==> src/rtl/score_display.sv <==
// Score display: double-dabble binary-to-BCD converter feeding a 4-digit multiplexed
// common-anode seven-segment display. Optional leading-zero blanking via LEADING_ZERO_BLANK_EN.
module score_display #(
  parameter int REFRESH_BITS = 18,
  parameter int SAT_VALUE    = 9999
) (
  input  logic        clk,
  input  logic        reset,
  input  logic [15:0] score,
  output logic [3:0]  an,
  output logic [6:0]  seg,
  output logic        dp,
  output logic [15:0] bcd,
  output logic        busy
);

  typedef enum logic [1:0] {
    IDLE    = 2'd0,
    CONVERT = 2'd1,
    LOAD    = 2'd2
  } state_t;

  localparam logic [15:0] SAT_L = 16'(SAT_VALUE);
  localparam logic [REFRESH_BITS-1:0] CNT_ONE = {{(REFRESH_BITS-1){1'b0}}, 1'b1};

  state_t                  state_r, state_s;
  logic [15:0]             last_score_r, last_score_s;
  logic [35:0]             shift_r, shift_s;
  logic [4:0]              bit_cnt_r, bit_cnt_s;
  logic [15:0]             bcd_r, bcd_s;
  logic                    busy_r, busy_s;
  logic [REFRESH_BITS-1:0] cnt_r;
  logic [1:0]              sel_s;
  logic [3:0]              nib_s;
  logic [3:0]              an_r, an_s;
  logic [6:0]              seg_r, seg_s;
  logic                    dp_r;
  logic                    blank_s;

  // One double-dabble step: bias the five BCD nibbles, then shift the whole register left.
  function automatic logic [35:0] dabble_step(input logic [35:0] v);
    logic [35:0] t;
    t = v;
    for (int i = 0; i < 5; i++) begin
      if (t[16+4*i +: 4] >= 4'd5) begin
        t[16+4*i +: 4] = t[16+4*i +: 4] + 4'd3;
      end else begin
        t[16+4*i +: 4] = t[16+4*i +: 4];
      end
    end
    return {t[34:0], 1'b0};
  endfunction

  // Active-low gfedcba pattern for one BCD digit; non-decimal nibbles stay dark.
  function automatic logic [6:0] seg_decode(input logic [3:0] d);
    logic [6:0] s;
    case (d)
      4'd0:    s = 7'b1000000;
      4'd1:    s = 7'b1111001;
      4'd2:    s = 7'b0100100;
      4'd3:    s = 7'b0110000;
      4'd4:    s = 7'b0011001;
      4'd5:    s = 7'b0010010;
      4'd6:    s = 7'b0000010;
      4'd7:    s = 7'b1111000;
      4'd8:    s = 7'b0000000;
      4'd9:    s = 7'b0010000;
      default: s = 7'b1111111;
    endcase
    return s;
  endfunction

  // Converter state register.
  always_ff @(posedge clk or negedge reset) begin
    if (!reset) begin
      state_r <= IDLE;
    end else begin
      state_r <= state_s;
    end
  end

  // Converter next-state and datapath; score edits while busy are picked up on return to IDLE.
  always_comb begin
    state_s      = state_r;
    last_score_s = last_score_r;
    shift_s      = shift_r;
    bit_cnt_s    = bit_cnt_r;
    bcd_s        = bcd_r;
    busy_s       = busy_r;
    case (state_r)
      IDLE: begin
        if (score != last_score_r) begin
          last_score_s = score;
          shift_s      = {20'd0, score};
          bit_cnt_s    = 5'd0;
          state_s      = CONVERT;
          busy_s       = 1'b1;
        end else begin
          busy_s = 1'b0;
        end
      end
      CONVERT: begin
        shift_s   = dabble_step(shift_r);
        bit_cnt_s = bit_cnt_r + 5'd1;
        busy_s    = 1'b1;
        if (bit_cnt_r == 5'd15) begin
          state_s = LOAD;
        end else begin
          state_s = CONVERT;
        end
      end
      LOAD: begin
        bcd_s   = (last_score_r > SAT_L) ? 16'h9999 : shift_r[31:16];
        state_s = IDLE;
        busy_s  = 1'b0;
      end
      default: begin
        state_s = IDLE;
        busy_s  = 1'b0;
      end
    endcase
  end

  // Converter datapath registers.
  always_ff @(posedge clk or negedge reset) begin
    if (!reset) begin
      last_score_r <= 16'd0;
      shift_r      <= 36'd0;
      bit_cnt_r    <= 5'd0;
      bcd_r        <= 16'h0000;
      busy_r       <= 1'b0;
    end else begin
      last_score_r <= last_score_s;
      shift_r      <= shift_s;
      bit_cnt_r    <= bit_cnt_s;
      bcd_r        <= bcd_s;
      busy_r       <= busy_s;
    end
  end

  assign sel_s = cnt_r[REFRESH_BITS-1 -: 2];

  // Digit select: anode, nibble and leading-zero blanking for the current scan slot.
  always_comb begin
    an_s    = 4'b1111;
    nib_s   = 4'd0;
    blank_s = 1'b0;
    case (sel_s)
      2'd0: begin
        an_s  = 4'b1110;
        nib_s = bcd_r[3:0];
      end
      2'd1: begin
        an_s  = 4'b1101;
        nib_s = bcd_r[7:4];
`ifdef LEADING_ZERO_BLANK_EN
        blank_s = (bcd_r[15:4] == 12'd0);
`else
        blank_s = 1'b0;
`endif
      end
      2'd2: begin
        an_s  = 4'b1011;
        nib_s = bcd_r[11:8];
`ifdef LEADING_ZERO_BLANK_EN
        blank_s = (bcd_r[15:8] == 8'd0);
`else
        blank_s = 1'b0;
`endif
      end
      2'd3: begin
        an_s  = 4'b0111;
        nib_s = bcd_r[15:12];
`ifdef LEADING_ZERO_BLANK_EN
        blank_s = (bcd_r[15:12] == 4'd0);
`else
        blank_s = 1'b0;
`endif
      end
      default: begin
        an_s    = 4'b1111;
        nib_s   = 4'd0;
        blank_s = 1'b0;
      end
    endcase
    if (blank_s) begin
      seg_s = 7'b1111111;
    end else begin
      seg_s = seg_decode(nib_s);
    end
  end

  // Refresh counter and registered display drive.
  always_ff @(posedge clk or negedge reset) begin
    if (!reset) begin
      cnt_r <= '0;
      an_r  <= 4'b1111;
      seg_r <= 7'b1111111;
      dp_r  <= 1'b1;
    end else begin
      cnt_r <= cnt_r + CNT_ONE;
      an_r  <= an_s;
      seg_r <= seg_s;
      dp_r  <= 1'b1;
    end
  end

  assign an   = an_r;
  assign seg  = seg_r;
  assign dp   = dp_r;
  assign bcd  = bcd_r;
  assign busy = busy_r;

endmodule

==> config.mk <==
export PLATFORM = sky130hd
export DESIGN_NAME = score_display
export DESIGN_NICKNAME = d
export VERILOG_FILES = /design/src/rtl/score_display.sv
export SDC_FILE = /design/constraint.sdc
export NUM_CORES = 1
export LEC_CHECK = 0
export CAP_MARGIN = 20
export CORE_ASPECT_RATIO = 0.75
export CORE_MARGIN = 4
export CORE_UTILIZATION = 68
export CTS_CLUSTER_DIAMETER = 50
export DETAILED_ROUTE_END_ITERATION = 6
export DONT_BUFFER_PORTS = 1
export PLACE_DENSITY = 0.83
export SLEW_MARGIN = 20
export SYNTH_ARGS = -nofsm -noshare
export SYNTH_HDL_FRONTEND = slang
export SYNTH_SLANG_ARGS = --single-unit
==> constraint.sdc <==
create_clock -name clk -period 5.5 [get_ports clk]
set_clock_uncertainty 0.05 [all_clocks]
set_input_delay 1.375 -clock clk [delete_from_list [all_inputs] [get_ports clk]]
set_output_delay 1.375 -clock clk [all_outputs]
set_load 0.02 [all_outputs]
==> impl_results.md, run 1 <==
* Status: completed
* CTS resizes at 0
* Largest net degree at the start of global routing at 102
* Synthesized netlist cell count at ~430
* Vias per cell at 6.210
* Post-synth EDFFs at 0
* P_leak at 2.314 nW
* Crit path required time at 5.71 ns
* Worst Max-Slew Pin Slew at 0.9459 ns
* Critical path peak fanout at 30
* RSZ-0062 raised after global routing: false
* Reg2reg setup slack at 2.89 ns
* Endpoints failing setup at 0
* Remaining global-route overflow at 0
* Post-synth top area cell: dfrtp_1
* Slew Limit Headroom at 36.94%
* Most area-consuming cells after synthesis: dfrtp_1 (46%), dfstp_2 (5.9%), a22o_1 (4.3%)
* FF-to-FF path depth at 6
* Fillers at 455
* Finished Cell Area at 0.005117 mm²
* Clock power frac at about 17%
* Die Wd at between 100 and 150 µm
* Drt first-iter violations at 205
* Drt drc at 0
* Worst vdd ir at 0.2278 mV
* Hold-critical path depth at 1
* FFs w/ async S/R, synth at 100.0%
* Synthesis Warnings at 0
* GPL Wtd Cong at 0.8572
* Synthesized flop and latch total at approximately 100
* Switching Share at 37.20%
* Starting Density at between 70% and 80%
* Root Buffer: clkbuf_8
* Critical R2R Capture: last_score_r[9]
* Worst min-delay path class: reg2reg
* Cell Area, Placed at about 0.005 mm²
* Worst hold path endpoint: cnt_r[15]
* Area fraction of the dominant cell type after synthesis at a little under half
* Worst Hold Launch: cnt_r[15]
* Routed Antenna Nets at 0
* Detailed-route via count at 3254
* CP Class: in2reg
* Part of the power in registers at 48.8%
* Final HPWL DP at ~6.7 mm
* Die area at 0.008585 mm²
* Setup crit end kind: flip-flop
* Logic gate share of total power at 34.0%
* Vias in the first global route at approximately 3200
* Die H at roughly 81 µm
* Layout area overhead at 5.196%
* Post-DR wirelength/cell at 18.40 µm
* Max-slew violation count at 0
* Synth Area per Inst at 11.39 µm²
* Total GRT Usage at 24.45%
* Mapped Area at 0.004865 mm²
* Antenna diodes at 0
* Sum Neg Setup Slack at 0 ns
* Fmax at 0.3175 GHz
* Cts hold-fix bufs at 0
* Synthesized Nets at 459
* Crit share post-route at between 50% and 60%
* Std cell rows at 26
* Crit path launch: score[9]
* Setup Fix Bufs, Post-CTS at 0
* Input/output buffers at 0
* Worst reg2reg startpoint: last_score_r[13]
* Clk buf depth at 2
* Global-route wire length before repair at about 16 mm
* Synth cell types at 45
* Internal power at 1.619 mW
* Initial antenna violation count at 0
* Pwr/cell area at 503.8 mW/mm²
* Most used DFF post-synth: dfrtp_1
* Critical Path Source Type: input pin
* Nets at 453
* Clk_lat worst skew at 0.38 ns
* Maxcap violations at 0
* Net Switching at around 960 µW
* Fin worst setup slack at 2.350 ns
* Clock transition at path regs at roughly 0.09 ns
* Ports at 47
* Clock sink count at 101
* DP Worst Slack at 1.678 ns
* Worst Path Arrival at 3.36 ns
* Hold Fails Final Rpt at 0
* Fraction of layout cells with a size suffix above 1 at 13.62%
* Total power at approximately 2.6 mW
* CTS tree: built
* Core Box Area at slightly below 0.007 mm²
* Max H-tree Level at 3
* Cts bufs inserted at 9
* Final WL at 9.639 mm
* Sequential fraction of the synthesis area at 52.24%
* First-pass iteration count of the detailed router at 4
* Post-route minimum period at about 3.2 ns
synth_stat cells (all sizes together) (4+ instances only):
cell type / instances
and3: 4
a21oi: 15
nor4: 5
o21ai: 13
nand2b: 10
buf: 9
o22ai: 11
nand2: 38
nor2: 18
ha: 14
nor3b: 17
xor2: 24
dfstp: 11
inv: 14
nand3: 8
clkbuf: 13
o22a: 5
a211o: 15
mux2: 18
and4: 4
xnor2: 16
a21o: 5
dfrtp: 90
mux4: 4
a22o: 24
kinds of logic after synthesis:
| group | after synthesis | share of synthesized area, % |
|---|---|---|
| other | 1 | 0.07709 |
| AOI/OAI and AO/OA | 98 | 14.87 |
| and+or+nand+nor | 113 | 12.32 |
| xor gates and xnor gates | 40 | 7.202 |
| adders and majority gates | 14 | 3.601 |
| DFF | 101 | 52.24 |
| buffers and inverters | 36 | 3.267 |
| muxes | 24 | 6.430 |
worst max-delay path: stages:
cell and delay, ns:
xor2_1 0.24, nor4_2 0.09, nand4_2 0.11, nor3b_4 0.68, buf_4 0.47, mux2_2 0.39
cells in the final DEF (no fill, tap or decap), types with 8 or more instances in the layout:
cell type | synthesis | final
a21oi_1 | 15 | 15
dfrtp_1 | 90 | 90
inv_1 | 14 | 14
nor2_1 | 18 | 18
o22ai_1 | 11 | 11
nand2_1 | 38 | 38
mux2_2 | 18 | 18
clkbuf_8 | 0 | 12
ha_1 | 14 | 14
a211o_1 | 15 | 15
a22o_1 | 24 | 24
xnor2_1 | 16 | 16
xor2_1 | 24 | 24
nand3_1 | 8 | 8
dfstp_2 | 11 | 11
nand2b_1 | 10 | 10
nor3b_1 | 17 | 16
o21ai_0 | 13 | 13
how the worst max path moves through the flow:
stage               slack [ns]          endpoint  cells after the start
finish                    2.35   last_score_r[9]                      6
CTS                       2.08   last_score_r[9]                      6
global route              2.26  last_score_r[14]                      6
detailed placement        1.68   last_score_r[7]                      6
global placement          1.69  last_score_r[10]                      6
floorplan                 2.52       shift_r[12]                      7
sequential cells by signal, summed over array words and instances, names as in the netlist:
register and count:
an 4, bcd 16, bit_cnt_r 5, busy 1, cnt_r 18, last_score_r 16
seg 7, shift_r 32, state_r 2
area by class of cell:
class                           count  area [µm²]  share of cell area, %
Inverter                           14       52.55                  1.027
Timing Repair Buffer                5       37.54                 0.7335
Tap cell                           98       122.6                  2.396
Clock buffer                       13       168.9                  3.301
Multi-Input combinational cell    290        2176                  42.52
Sequential cell                   101        2541                  49.66
Clock inverter                      3       18.77                 0.3667
metal layers:
metal,up-vias,global-route usage [%],share of wire (%)
met2,93,37.40,45
li1,1513,-,-
met1,1631,33.30,46
met3,17,8.817,7.4
met4,0,7.374,1.6
met5,-,0,0
through the flow:
step	hold slack (ns)	cells	util (%)
6_report	0.4161	524	74.20
5_1_grt	0.4338	524	74.20
4_1_cts	0.4218	524	74.11
3_3_place_gp	0.4048	508	71.39
2_1_floorplan	0.3880	427	-
3_5_place_dp	0.4084	508	71.39
power groups by stage:
stage	sequential (mW)	clock (mW)	combinational [mW]
6_report	1.26	0.444	0.877
5_1_grt	1.29	0.484	0.969
4_1_cts	1.25	0.452	0.876
3_5_place_dp	1.27	0	0.868
3_3_place_gp	1.25	0	0.834
2_1_floorplan	1.20	0	0.729
Power figures use the tool's default switching activity.
==> run 2, diff against run 1 <==
--- a/config.mk
+++ b/config.mk
@@ -8,11 +8,11 @@
 export CAP_MARGIN = 20
 export CORE_ASPECT_RATIO = 0.75
 export CORE_MARGIN = 4
-export CORE_UTILIZATION = 68
+export CORE_UTILIZATION = 63
 export CTS_CLUSTER_DIAMETER = 50
 export DETAILED_ROUTE_END_ITERATION = 6
 export DONT_BUFFER_PORTS = 1
-export PLACE_DENSITY = 0.83
+export PLACE_DENSITY = 0.78
 export SLEW_MARGIN = 20
 export SYNTH_ARGS = -nofsm -noshare
 export SYNTH_HDL_FRONTEND = slang
==> constraint.sdc (replaced) <==
create_clock -name clk -period 3 [get_ports clk]
set_clock_uncertainty 0.05 [all_clocks]
set_input_delay 0.75 -clock clk [delete_from_list [all_inputs] [get_ports clk]]
set_output_delay 0.75 -clock clk [all_outputs]
set_load 0.02 [all_outputs]
==> run 2 against run 1 <==
  * Critical path depth unchanged
  * Sequential share of layout area down 1.6 points
  * Non-clock buffer count up 12
  * Cell count up 2.9%
  * Combinational power up 89%
  * Wire length up 2.1%
  * Critical path type is now reg2reg
==> impl_results.md, run 2 (synthesis results as in run 1) <==
* Layout area overhead at 8.693%
* Input/output buffers at 0 (unchanged)
* Most frequent cells in the layout: dfrtp_1 (90), nand2_1 (38), xor2_1 (24), a22o_1 (24)
* Total power at 4.850 mW (+88%)
* Final WL at 9.842 mm (+2.1%)
* Pwr/cell area at 917.2 mW/mm² (+82%)
* Post-route minimum period at 2.264 ns
* Crit share post-route at 75.48%
* Fraction of layout cells with a size suffix above 1 at 14.38% (+0.77 points)
* Post-DR wirelength/cell at 18.26 µm (-0.74%)
* Detailed-route via count at 3298 (+1.4%)
* Largest net degree at the start of global routing at 93 (-8.8%)
* Placed Cells at 515 (+1.4%)
* Max H-tree Level at 3 (unchanged)
* Maxcap violations at 0 (unchanged)
* Global-route wire length before repair at 15.79 mm (-2.6%)
* First-pass iteration count of the detailed router at 4 (unchanged)
* Vias in the first global route at 3129 (-2.5%)
* Die area at 0.009206 mm² (+7.2%)
* Worst Path Arrival at 2.47 ns (-0.89 ns)
* Core Box Area at 0.007432 mm² (+7.8%)
* Worst Max-Slew Pin Slew at 0.7834 ns (-0.1625 ns)
* Max FFs per register at 32 (unchanged)
* Critical path peak fanout at 16 (-47%)
* Slew Limit Headroom at 47.72% (+11 points)
* Finished Cell Area at 0.005288 mm² (+3.3%)
* RSZ-0062 raised after global routing: false
* Critical Path Source Type: flip-flop
* Worst min-delay path class: in2async
* Top Registers: shift_r: 32 flops, cnt_r: 18 flops
* Remaining global-route overflow at 0 (unchanged)
* CP max stage cell: nor3b_4
* Drt drc at 0 (unchanged)
* Die Wd at 109.5 µm (+3.6%)
* Vias per cell at 6.119 (-1.5%)
* Hold Fails Final Rpt at 0 (unchanged)
* Worst vdd ir at 0.3450 mV (+51%)
* Drt first-iter violations at 295 (+44%)
* Cell Area, Placed at 0.004970 mm² (+0.94%)
* Total GRT Usage at 21.87% (-2.6 points)
* CP top delay family: simple AND/OR/NAND/NOR gates
* Status: completed
* Die H at 84.10 µm (+3.5%)
* Slowest stage delay, CP at 0.67 ns (about the same)
* Initial antenna violation count at 0 (unchanged)
* Final HPWL DP at 6.485 mm (-2.8%)
* Starting Density at 65.45% (-5.1 points)
* Ports at 47 (unchanged)
* Nets at 465 (+2.6%)
* Clock transition at path regs at 0.10 ns (about the same)
* Setup crit end kind: flip-flop
* Max-slew violation count at 0 (unchanged)
* Crit path required time at 3.20 ns (-2.51 ns)
* Sum Neg Setup Slack at 0 ns (unchanged)
* Fmax at approximately 0.44 GHz
* Clk buf depth at 2 (unchanged)
* Most common cell after layout, fill and taps aside: dfrtp_1
* GPL Wtd Cong at 0.7826 (-8.7%)
* Post-Layout Cell Count at 539 (+2.9%)
* Endpoints failing setup at 0 (unchanged)
* Cts bufs inserted at 9 (unchanged)
* Largest Register: shift_r
* Routed Antenna Nets at 0 (unchanged)
* Root Buffer: clkbuf_8
* P_leak at 2.391 nW (+3.3%)
* Antenna diodes at 0 (unchanged)
* Clock sink count at 101 (unchanged)
* Std cell rows at 27 (+3.8%)
* Setup Fix Bufs, Post-CTS at 0 (unchanged)
* CP bufs+invs at 1 (unchanged)
* CTS tree: built
* CP Class: reg2reg
* CP Cell Sequence: xor2_1, nor4_1, nand4_2, nor3b_4, buf_12, mux2_2
* Clk_lat worst skew at 0.37 ns (about the same)
-- run 2: changes by cell type in the layout (fill, tap and decap cells not counted) --
cell           change
clkbuf_16          +2
inv_6              +1
dlygate4sd3_1      +7
buf_4              +3
clkbuf_8           -2
buf_12             +1
buf_16             +1
clkinv_2           -1
-- run 2: final cells by class --
class                           count  area (µm²)
Clock buffer                       13       191.4
Clock inverter                      3       22.52
Fill cell                         498        2145
Inverter                           14       52.55
Multi-Input combinational cell    290        2176
Sequential cell                   101        2541
Tap cell                          101       126.4
Timing Repair Buffer               17       177.7
-- run 2: worst reg2reg max path, delay by kind of cell (launching register included) --
family	cells	cell delay, ns
DFF	1	0.42
muxes	1	0.35
xor gates and xnor gates	1	0.22
buffers and inverters	1	0.23
and+or+nand+nor	3	0.88
-- run 2: path summary, 6_finish.rpt --
path / start / to / slack, ns / depth (start not counted)
max: last_score_r[4] / last_score_r[7] / 0.74 / 6
min: reset / seg[0] / 0.16 / 0
max reg2reg: last_score_r[4] / last_score_r[7] / 0.74 / 6
min reg2reg: cnt_r[15] / cnt_r[15] / 0.42 / 1
max in group asynchronous: reset / shift_r[7] / 1.84 / 1
min in group clk: cnt_r[15] / cnt_r[15] / 0.42 / 1
-- run 2: routing by layer --
| layer | part of all wire, % | wire length (µm) | global-route usage (%) |
|---|---|---|---|
| met5 | 0 | 0 | 0 |
| met1 | 46 | 4485 | 31.83 |
| met2 | 45 | 4421 | 32.30 |
| met4 | 0.76 | 75 | 4.983 |
| met3 | 8.7 | 859 | 6.883 |
-- run 2: metrics by stage --
| step | util [%] | worst slack, ns | hold slack [ns] |
|---|---|---|---|
| 4_1_cts | 70.15 | 0.4717 | 0.0006358 |
| 5_1_grt | 71.14 | 0.6457 | 0.1356 |
| 2_1_floorplan | - | 0.6401 | 0.3880 |
| 3_5_place_dp | 66.87 | 0.1325 | 0.4074 |
| 6_report | 71.14 | 0.7357 | 0.1641 |
| 3_3_place_gp | 66.87 | 0.2018 | 0.4064 |
-- run 2: power by group --
group | leakage, nW | internal, mW | switching (mW)
Sequential | 1.23 | 1.80 | 0.495
Clock | 0.110 | 0.429 | 0.459
Combinational | 1.05 | 0.833 | 0.829
Total | 2.39 | 3.07 | 1.78
-- run 2: repair_timing --
item,4_1_cts,5_1_grt
resized for setup,0,0
hold buffers,3,5
endpoints found under the hold margin,5,59
==> run 3, diff against run 2 <==
==> constraint.sdc (replaced) <==
create_clock -name clk -period 2.1 [get_ports clk]
set_clock_uncertainty 0.05 [all_clocks]
set_input_delay 0.525 -clock clk [delete_from_list [all_inputs] [get_ports clk]]
set_output_delay 0.525 -clock clk [all_outputs]
set_load 0.02 [all_outputs]
==> run 3 against run 2 <==
  * Power is 49% higher
  * Combinational power up 58%
  * Setup slack got worse by 0.72 ns
  * Clock power grew 49%
  * Wire length rose by 7.4%
  * First-iteration DRC count decreased by 24%
  * The flow now finishes with violations (negative hold slack)
  * Non-clock buffer count rose by 6
  * Highest routed layer unchanged
==> impl_results.md, run 3 (synthesis results as in run 1) <==
* Status: complete, but fails checks
* Failing checks: negative hold slack
* Global-route wire length before repair at 17.34 mm (+9.8%)
* Top Registers: shift_r: 32 flops, cnt_r: 18 flops
* Final WL at 10.57 mm (+7.4%)
* CP Class: reg2reg
* Clk_lat worst skew at 0.37 ns (about the same)
* P_leak at 2.442 nW (+2.1%)
* Setup crit end kind: flip-flop
* Clock sink count at 101 (unchanged)
* Detailed-route via count at 3375 (+2.3%)
* First-pass iteration count of the detailed router at 4 (unchanged)
* Final HPWL DP at 7.344 mm (+13%)
* Worst Path Arrival at 2.29 ns (-0.18 ns)
* Die area at 0.009206 mm² (unchanged)
* Routed Antenna Nets at 0 (unchanged)
* Starting Density at 65.45% (unchanged)
* Maxcap violations at 0 (unchanged)
* Final hold slack at -0.2141 ns (-0.3782 ns)
* Cts bufs inserted at 9 (unchanged)
* Vias in the first global route at 3381 (+8.1%)
* Crit path launch: last_score_r[1]
* CTS tree: built
* Worst Max-Slew Pin Slew at 0.6704 ns (-0.1129 ns)
* Most frequent cells in the layout: dfrtp_1 (89), nand2_1 (38), a22o_1 (24), xor2_1 (22), buf_4 (19)
* CP top delay family: simple AND/OR/NAND/NOR gates
* Ports at 47 (unchanged)
* Fmax at 0.4807 GHz (+8.8%)
* Drt first-iter violations at 225 (-24%)
* Critical Path Source Type: flip-flop
* Clk buf depth at 2 (unchanged)
* Part of the power in registers at 45.5% (-1.9 points)
* Vias per cell at 6.193 (+1.2%)
* Std cell rows at 27 (unchanged)
* Total GRT Usage at 24.12% (+2.3 points)
* CP Cell Sequence: xor2_1, nor4_2, nand4_2, nor3b_4, buf_4, mux2_2
* Max FFs per register at 32 (unchanged)
* Final core utilization at 72.29% (+1.1 points)
* Most common cell after layout, fill and taps aside: dfrtp_1
* Slowest stage delay, CP at 0.44 ns (-0.23 ns)
* Worst min-delay path class: in2async
* Max-slew violation count at 0 (unchanged)
* Switching Share at 37.64% (+0.88 points)
* Die H at 84.10 µm (unchanged)
* Initial antenna violation count at 0 (unchanged)
* Clock transition at path regs at 0.10 ns (about the same)
* Pwr/cell area at 1345 mW/mm² (+47%)
* Net Switching at 2.721 mW (+53%)
* Max H-tree Level at 3 (unchanged)
* Clock power frac at 18.3% (about the same)
* Internal power at 4.508 mW (+47%)
* GPL Wtd Cong at 0.8151 (+4.2%)
* Fillers at 500 (+0.40%)
* Fraction of layout cells with a size suffix above 1 at 19.14% (+4.8 points)
* Die Wd at 109.5 µm (unchanged)
* Largest Register: shift_r
* Remaining global-route overflow at 0 (unchanged)
* Worst reg2reg startpoint: last_score_r[1]
* Input/output buffers at 0 (unchanged)
* CP bufs+invs at 1 (unchanged)
* Crit path required time at 2.31 ns (-0.89 ns)
* Worst vdd ir at 0.5788 mV (+68%)
* Layout area overhead at 10.44%
* Largest net degree at the start of global routing at 102 (+9.7%)
* Hold Fails Final Rpt at 101 (+101)
* Core Box Area at 0.007432 mm² (unchanged)
* CP max stage cell: nor3b_4
* Post-DR wirelength/cell at 19.39 µm (+6.2%)
* Critical path peak fanout at 7 (-9)
* Crit share post-route at 99.07% (+24 points)
* Fin worst setup slack at 0.01960 ns (-0.7161 ns)
* Endpoints failing setup at 0 (unchanged)
* Post-route minimum period at 2.080 ns (-0.1839 ns)
* Nets at 471 (+1.3%)
* Antenna diodes at 0 (unchanged)
* Root Buffer: clkbuf_8
* Slew Limit Headroom at 55.21% (+7.5 points)
* DP Worst Slack at -0.2457 ns (-0.3782 ns)
* RSZ-0062 raised after global routing: true
* Drt drc at 0 (unchanged)
* Logic gate share of total power at 36.2% (+1.9 points)
## run 3: final cells by class
| class | count | area (µm²) | share of cell area [%] |
|---|---|---|---|
| clock buffers | 9 | 123.9 | 2.306 |
| well taps | 101 | 126.4 | 2.352 |
| flip-flops and latches | 101 | 2542 | 47.32 |
| clock inverters | 7 | 88.84 | 1.653 |
| repair buffers | 23 | 196.4 | 3.656 |
| inverters | 14 | 52.55 | 0.9781 |
| multi-input cells | 290 | 2242 | 41.73 |
## run 3: final timing paths
kind                                    to  slack [ns]  cells past startpoint
setup / recovery           last_score_r[7]        0.02                      6
hold reg to reg                  cnt_r[13]        0.44                      1
hold / removal                        busy       -0.21                      0
min in group clk                shift_r[6]        0.22                      1
max in group asynchronous           seg[5]        2.02                      0
setup reg to reg           last_score_r[7]        0.02                      6
## run 3: routing by layer
layer,routed length (µm),global-route usage (%),share of wire (%)
met1,4757,33.90,45
met2,4929,38.06,47
met3,742,5.723,7.0
met4,141,6.002,1.3
met5,0,0,0
## run 3: power groups by stage
stage | Sequential (mW) | Combinational [mW] | Clock (mW)
after floorplan | 3.14 | 1.92 | 0
after global placement | 3.27 | 2.30 | 0
after detailed placement | 3.31 | 2.43 | 0
after CTS | 3.27 | 2.50 | 1.33
after global routing | 3.38 | 2.88 | 1.42
final | 3.29 | 2.62 | 1.32
## run 3: timing repair
| action | CTS | global route |
|---|---|---|
| cloned | 0 | 0 |
| buffers inserted | 2 | 2 |
| pin swaps | 1 | 8 |
| gates resized for setup | 3 | 14 |
| endpoints found under the hold margin | 101 | 101 |
| endpoints found under the setup margin | 33 | 26 |
## run 3: worst reg2reg max path, stage by stage (launching register included)
cell and delay (ns):
dfrtp_1 0.40, xor2_1 0.30, nor4_2 0.11, nand4_2 0.11, nor3b_4 0.44, buf_4 0.22
mux2_2 0.34
## run 3: through the flow
stage	cells	instance area, µm²	TNS [ns]	power (mW)
finish	545	5373	0	7.228
global route	545	5373	-0.5939	7.679
CTS	544	5305	0	7.104
detailed placement	526	5059	-7.078	5.737
global placement	526	5059	-4.490	5.571
floorplan	427	4876	-0.1266	5.057
